File: src/rtl/song_display_if.sv
// song_display_if: note digits from the melody player and the multiplexed 7-segment drive.
interface song_display_if;
    logic [3:0] high;
    logic [3:0] med;
    logic [3:0] low;
    logic [6:0] seg;
    logic [2:0] dig;
    modport master (output high, med, low, input seg, dig);
    modport slave (input high, med, low, output seg, dig);
endinterface

File: src/rtl/song_display.sv
// song_display: synchronises the note bus and scans it onto a three-digit 7-segment display.
// Define SONG_DISPLAY_BLANK_EN to darken digits whose value is 0.
module song_display #(
    parameter int SCAN_DIV = 6000
) (
    input  logic          clk_6MHz,
    input  logic          rst_n,
    song_display_if.slave nb
);
`ifdef SONG_DISPLAY_BLANK_EN
    localparam logic [6:0] zero_glyph = 7'b0000000;
`else
    localparam logic [6:0] zero_glyph = 7'b0111111;
`endif
    logic [11:0] s1, s2, s2_d, held, held_nx, shadow;
    logic [15:0] pcnt;
    logic [1:0]  idx, idx_nx;
    logic [3:0]  val;
    logic        tick, frame;

    function automatic logic [6:0] decode(input logic [3:0] v);
        case (v)
            4'd0:    decode = zero_glyph;
            4'd1:    decode = 7'b0000110;
            4'd2:    decode = 7'b1011011;
            4'd3:    decode = 7'b1001111;
            4'd4:    decode = 7'b1100110;
            4'd5:    decode = 7'b1101101;
            4'd6:    decode = 7'b1111101;
            4'd7:    decode = 7'b0000111;
            4'd8:    decode = 7'b1111111;
            4'd9:    decode = 7'b1101111;
            default: decode = 7'b1000000;
        endcase
    endfunction

    // idx is the slot lit by the coming tick; the tick that lights slot 0 opens a frame
    always_comb begin
        held_nx = (s2 == s2_d) ? s2 : held;
        tick    = pcnt == 16'(SCAN_DIV - 1);
        frame   = tick && idx == 2'd0;
        idx_nx  = (idx >= 2'd2) ? 2'd0 : idx + 2'd1;
        val     = idx == 2'd0 ? held_nx[3:0] :
                  idx == 2'd1 ? shadow[7:4]  :
                  idx == 2'd2 ? shadow[11:8] : shadow[3:0];
    end

    always_ff @(posedge clk_6MHz or negedge rst_n) begin
        if (!rst_n) begin
            s1     <= '0;
            s2     <= '0;
            s2_d   <= '0;
            held   <= '0;
            shadow <= '0;
            pcnt   <= '0;
            idx    <= '0;
            nb.dig <= 3'b111;
            nb.seg <= '0;
        end else begin
            s1   <= {nb.high, nb.med, nb.low};
            s2   <= s1;
            s2_d <= s2;
            held <= held_nx;
            pcnt <= tick ? '0 : pcnt + 16'd1;
            if (frame)
                shadow <= held_nx;
            if (tick) begin
                idx    <= idx_nx;
                nb.dig <= ~(3'b001 << idx);
                nb.seg <= decode(val);
            end
        end
    end
endmodule

File: src/flat_wrapper.sv
// flat-port wrapper written by rule: the top's interface ports become plain ports
module song_display_flat 
#(
    parameter int SCAN_DIV = 6000
)
  (clk_6MHz, rst_n, nb_high, nb_med, nb_low, nb_seg, nb_dig);
  song_display_if nb_i ();
  input  logic clk_6MHz;
  input  logic rst_n;
  input wire logic [$bits(nb_i.high)-1:0] nb_high;
  input wire logic [$bits(nb_i.med)-1:0] nb_med;
  input wire logic [$bits(nb_i.low)-1:0] nb_low;
  output wire logic [$bits(nb_i.seg)-1:0] nb_seg;
  output wire logic [$bits(nb_i.dig)-1:0] nb_dig;
  assign nb_i.high = nb_high;
  assign nb_i.med = nb_med;
  assign nb_i.low = nb_low;
  assign nb_seg = nb_i.seg;
  assign nb_dig = nb_i.dig;
  song_display #(.SCAN_DIV(SCAN_DIV)) u_core (.clk_6MHz(clk_6MHz), .rst_n(rst_n), .nb(nb_i));
endmodule
File: config.mk
export PLATFORM = sky130hd
export DESIGN_NAME = song_display_flat
export DESIGN_NICKNAME = d
export VERILOG_FILES = /design/src/rtl/song_display_if.sv /design/src/rtl/song_display.sv /design/src/flat_wrapper.sv
export SDC_FILE = /design/constraint.sdc
export NUM_CORES = 1
export LEC_CHECK = 0
export CAP_MARGIN = 5
export CORE_ASPECT_RATIO = 0.8
export CORE_MARGIN = 10
export CORE_UTILIZATION = 52
export CTS_CLUSTER_SIZE = 8
export DETAILED_ROUTE_END_ITERATION = 10
export GPL_TIMING_DRIVEN = 0
export PLACE_DENSITY_LB_ADDON = 0.2
export SLEW_MARGIN = 15
export SYNTH_ARGS = -nofsm -noshare
export SYNTH_HDL_FRONTEND = slang
export SYNTH_SLANG_ARGS = --single-unit
export TNS_END_PERCENT = 30
File: constraint.sdc
create_clock -name clk_6MHz -period 2.28 [get_ports clk_6MHz]
set_input_delay 0.342 -clock clk_6MHz [delete_from_list [all_inputs] [get_ports clk_6MHz]]
set_output_delay 0.342 -clock clk_6MHz [all_outputs]
set_load 0.02 [all_outputs]
==> results_tabular.tex <==
\begin{tabular}{lr}
\hline
Metric & Value \\
\hline
\multicolumn{2}{l}{\textbf{Timing}} \\
\quad Final count of negative-setup-slack endpoints & 0 \\
\quad Period utilisation layout & 0.997 \\
\quad Number of max-slew violations in the final report & 0 \\
\quad Worst-Margin Slew & around 0.56 ns \\
\quad Final hold violations & 0 \\
\quad Final Critical Period & 2.27 ns \\
\quad Highest clock frequency the design can meet & about 440 MHz \\
\quad Setup Skew & a little over 0.009 ns \\
\quad Unrepaired setup endpoints after global routing & yes \\
\quad Slew HR & 0.624 \\
\multicolumn{2}{l}{\textbf{Finish}} \\
\quad Proportion of layout cells with a drive suffix above 1 & 0.320 \\
\quad Area of the multi-input gates & approximately 1400 sq um \\
\quad Area growth syn-to-layout & 26.0\% \\
\quad Number of antenna diodes & 0 \\
\quad Commonest cells after routing, fill and taps aside & 80 x dfrtp\_1, 25 x buf\_4, 22 x clkdlybuf4s50\_1, 21 x nor2\_1, 18 x mux2\_2 \\
\quad Register area & 2210 sq um \\
\quad Net count, final & 350 \\
\quad Fillers & between 400 and 500 \\
\quad Most frequent standard cell in the layout excluding fill and tap cells & dfrtp\_1 \\
\quad Final cell count without fillers & $\sim$420 \\
\multicolumn{2}{l}{\textbf{Critical path}} \\
\quad Kind of end point of the critical path & flop \\
\quad Maximum fanout count along the critical path & 8 \\
\quad Category of the critical setup timing path & reg2reg \\
\quad Endpoint required time on the critical path & roughly 2.6 ns \\
\quad Data arrival time of the critical path & 2.56 ns \\
\quad Startpoint types & flop \\
\multicolumn{2}{l}{\textbf{Pwr}} \\
\quad PwrDens & slightly above 600 nW/um\^{}2 \\
\quad Sum of internal, switching and leakage power & about 0.0028 W \\
\quad Leakage power figure & 2.07 nW \\
\quad Maximum resistive drop on vdd & 0.349 mV \\
\multicolumn{2}{l}{\textbf{Synthesis}} \\
\quad Cell type with the highest aggregate area in the netlist & dfrtp\_1 \\
\quad Synth area leaders & dfrtp\_1 60\%, mux2\_2 5.7\%, xnor2\_1 4.5\%, mux2i\_1 2.6\%, ha\_1 2.5\% \\
\quad Synth warnings & 0 \\
\quad Number of distinct library cell variants in the gate-level netlist after synthesis & 44 \\
\quad Cell Area, Synth & 3530 sq um \\
\quad Syn nets & $\sim$290 \\
\quad Register bit count reported by yosys & 88 \\
\quad Ys async rst share & 1.00 \\
\quad Top cell type's share of synthesized area & 0.603 \\
\quad Number of cells produced by synthesis & 273 \\
\quad Mean instance size in the synthesized netlist & 12.9 sq um \\
\quad EDFF count, synth & 0 \\
\quad Top\_reg\_cell synth & dfrtp\_1 \\
\quad Sequential element share of the synthesized area & 0.625 \\
\multicolumn{2}{l}{\textbf{Global routing}} \\
\quad Met3 Resource Use GR & 0.0421 \\
\quad Initial antenna violation count & 0 \\
\quad Vias in the first global route & about 2,200 \\
\quad Total track usage & 0.126 \\
\quad Layer carrying the most global-route usage & met2 \\
\quad Gr ovfl total & 0 \\
\quad Global-route track usage on met2 & 0.188 \\
\quad First-pass GRT wire length & 10.8 mm \\
\quad Met1 routing resource usage after global routing & 0.165 \\
\quad Largest net degree at the start of global routing & 60 \\
\multicolumn{2}{l}{\textbf{CTS}} \\
\quad TritonCTS clock tree & done \\
\quad Clock Path Buffers & 2 \\
\quad Clock sink count & 88 \\
\quad H-tree depth & 3 \\
\quad Total CTS buffers & 9 \\
\quad Clock latency reported for the late side of the worst-skew pair & 0.36 ns \\
\quad Clock slew at reported path FFs & 0.09 ns \\
\quad CTS Root Buffer Type & clkbuf\_8 \\
\multicolumn{2}{l}{\textbf{Flow run}} \\
\quad Number of max-cap violations & 0 \\
\multicolumn{2}{l}{\textbf{Route}} \\
\quad Iter 0 DRT Violations & just over 70 \\
\quad DRC violations left & 0 \\
\quad Total wire length after detailed routing & 6.39 mm \\
\quad Post-route antenna net violation count & 0 \\
\quad Post-DR vias/cell & 5.33 \\
\quad DRT Pass-1 Iters & 5 \\
\quad Average detailed-routed wire length per instance & 15.3 um \\
\quad Total via count in the routed design & 2,229 \\
\multicolumn{2}{l}{\textbf{Die}} \\
\quad Std-Cell Core Area & about 6500 sq um \\
\quad Initial core utilization & 0.545 \\
\quad Number of rows in the core area & 26 \\
\quad X dimension of the die & 112 um \\
\quad Area of the die & 10,500 sq um \\
\quad Boundary pin count & 24 \\
\quad Height of the chip & $\sim$94 um \\
\multicolumn{2}{l}{\textbf{Outcome}} \\
\quad Result of the run & complete, no violations \\
\multicolumn{2}{l}{\textbf{Worst hold path}} \\
\quad Worst min path class & reg2reg \\
\multicolumn{2}{l}{\textbf{Placed design}} \\
\quad Placed cell count & 381 \\
\quad DP Wirelength & 4.18 mm \\
\quad Routability-driven placement congestion ratio & 0.851 \\
\quad Number of buffer cells added on primary ports & 23 \\
\hline
\end{tabular}
==> registers in the layout, indices dropped and copies added, names as in the netlist <==
signal         count
u_core.pcnt       16
u_core.held       12
u_core.s1         12
u_core.s2         12
u_core.s2_d       12
u_core.shadow     12
u_core.nb.seg      7
u_core.nb.dig      3
u_core.idx         2
==> where the power goes <==
group	internal, W	switching [W]	leakage, nW
clock	0.000431	0.000559	0.0979
combinational	0.0000763	0.0000707	0.851
sequential	0.00160	0.0000242	1.12
total	0.00210	0.000654	2.07
==> layer usage <==
layer  vias to the layer above  part of all wire
li1                       1063                 -
met1                      1118              0.49
met2                        36              0.46
met3                        12             0.042
met4                         0             0.015
met5                         -                 0
==> worst paths after layout <==
| check | slack [ns] | from | to | cells after the start |
|---|---|---|---|---|
| max in group asynchronous | 1.17 | rst_n | u_core.nb.dig[0] | 3 |
| hold / removal | 0.35 | u_core.s1[10] | u_core.s2[10] | 0 |
| min in group asynchronous | 0.45 | rst_n | u_core.s1[4] | 2 |
| setup / recovery | 0.006 | u_core.idx[0] | u_core.nb.seg[5] | 9 |
| setup reg to reg | 0.006 | u_core.idx[0] | u_core.nb.seg[5] | 9 |
| hold reg to reg | 0.35 | u_core.s1[10] | u_core.s2[10] | 0 |
==> repair_timing <==
| action | 4_1_cts | 5_1_grt |
|---|---|---|
| endpoints found under the setup margin | 11 | 24 |
| pin swaps | 6 | 14 |
| endpoints found under the hold margin | 27 | 0 |
| gates resized for setup | 6 | 45 |
| setup buffers | 6 | 16 |
| hold buffers | 1 | 0 |
==> cell usage after synthesis (all sizes together) (4+ instances only) <==
library cell	number
a21oi	7
a41oi	4
and3	6
buf	5
clkbuf	4
dfrtp	85
ha	7
inv	7
mux2	18
mux2i	9
nand2	17
nand3	8
nor2	22
o21ai	11
o31ai	4
xnor2	18
xor2	7
==> final cells by class <==
cell class	count	area share
tap	84	0.0236
clock inverter	6	0.00985
multi-input combinational	169	0.322
inverter	7	0.00591
sequential	88	0.498
timing repair buffer	46	0.0951
clock buffer	10	0.0310
buffer	8	0.0149
==> cell families (layout without fill, tap and decap cells) <==
group / Yosys count / count (layout) / synth area share
muxes: 27 / 27 / 0.0830
and+or+nand+nor: 70 / 70 / 0.106
buffers and inverters: 16 / 77 / 0.0213
AOI/OAI and AO/OA: 40 / 40 / 0.0780
adders and majority gates: 7 / 7 / 0.0248
DFF: 88 / 88 / 0.625
xor gates and xnor gates: 25 / 25 / 0.0621
==> through the flow <==
stage	TNS (ns)	cell area [sq um]	hold WS [ns]	setup slack, ns	utilization
CTS	-0.195	4140	0.357	-0.0663	0.640
global placement	-192.63	3870	0.331	-2.22	0.598
floorplan	0	3530	0.0464	0.00619	-
global route	-0.179	4450	0.362	-0.0754	0.687
finish	0	4450	0.353	0.00632	0.687
detailed placement	-1.04	3890	0.308	-0.247	0.602
==> worst max-delay path: stages, from the launching register on <==
cell and delay, ns:
dfrtp_1 0.37, buf_4 0.17, or2_2 0.27, clkbuf_4 0.18, a41oi_2 0.16, a21o_2 0.21
inv_2 0.07, ha_4 0.16, or4_4 0.52, o211ai_2 0.07
Power figures use the tool's default switching activity.
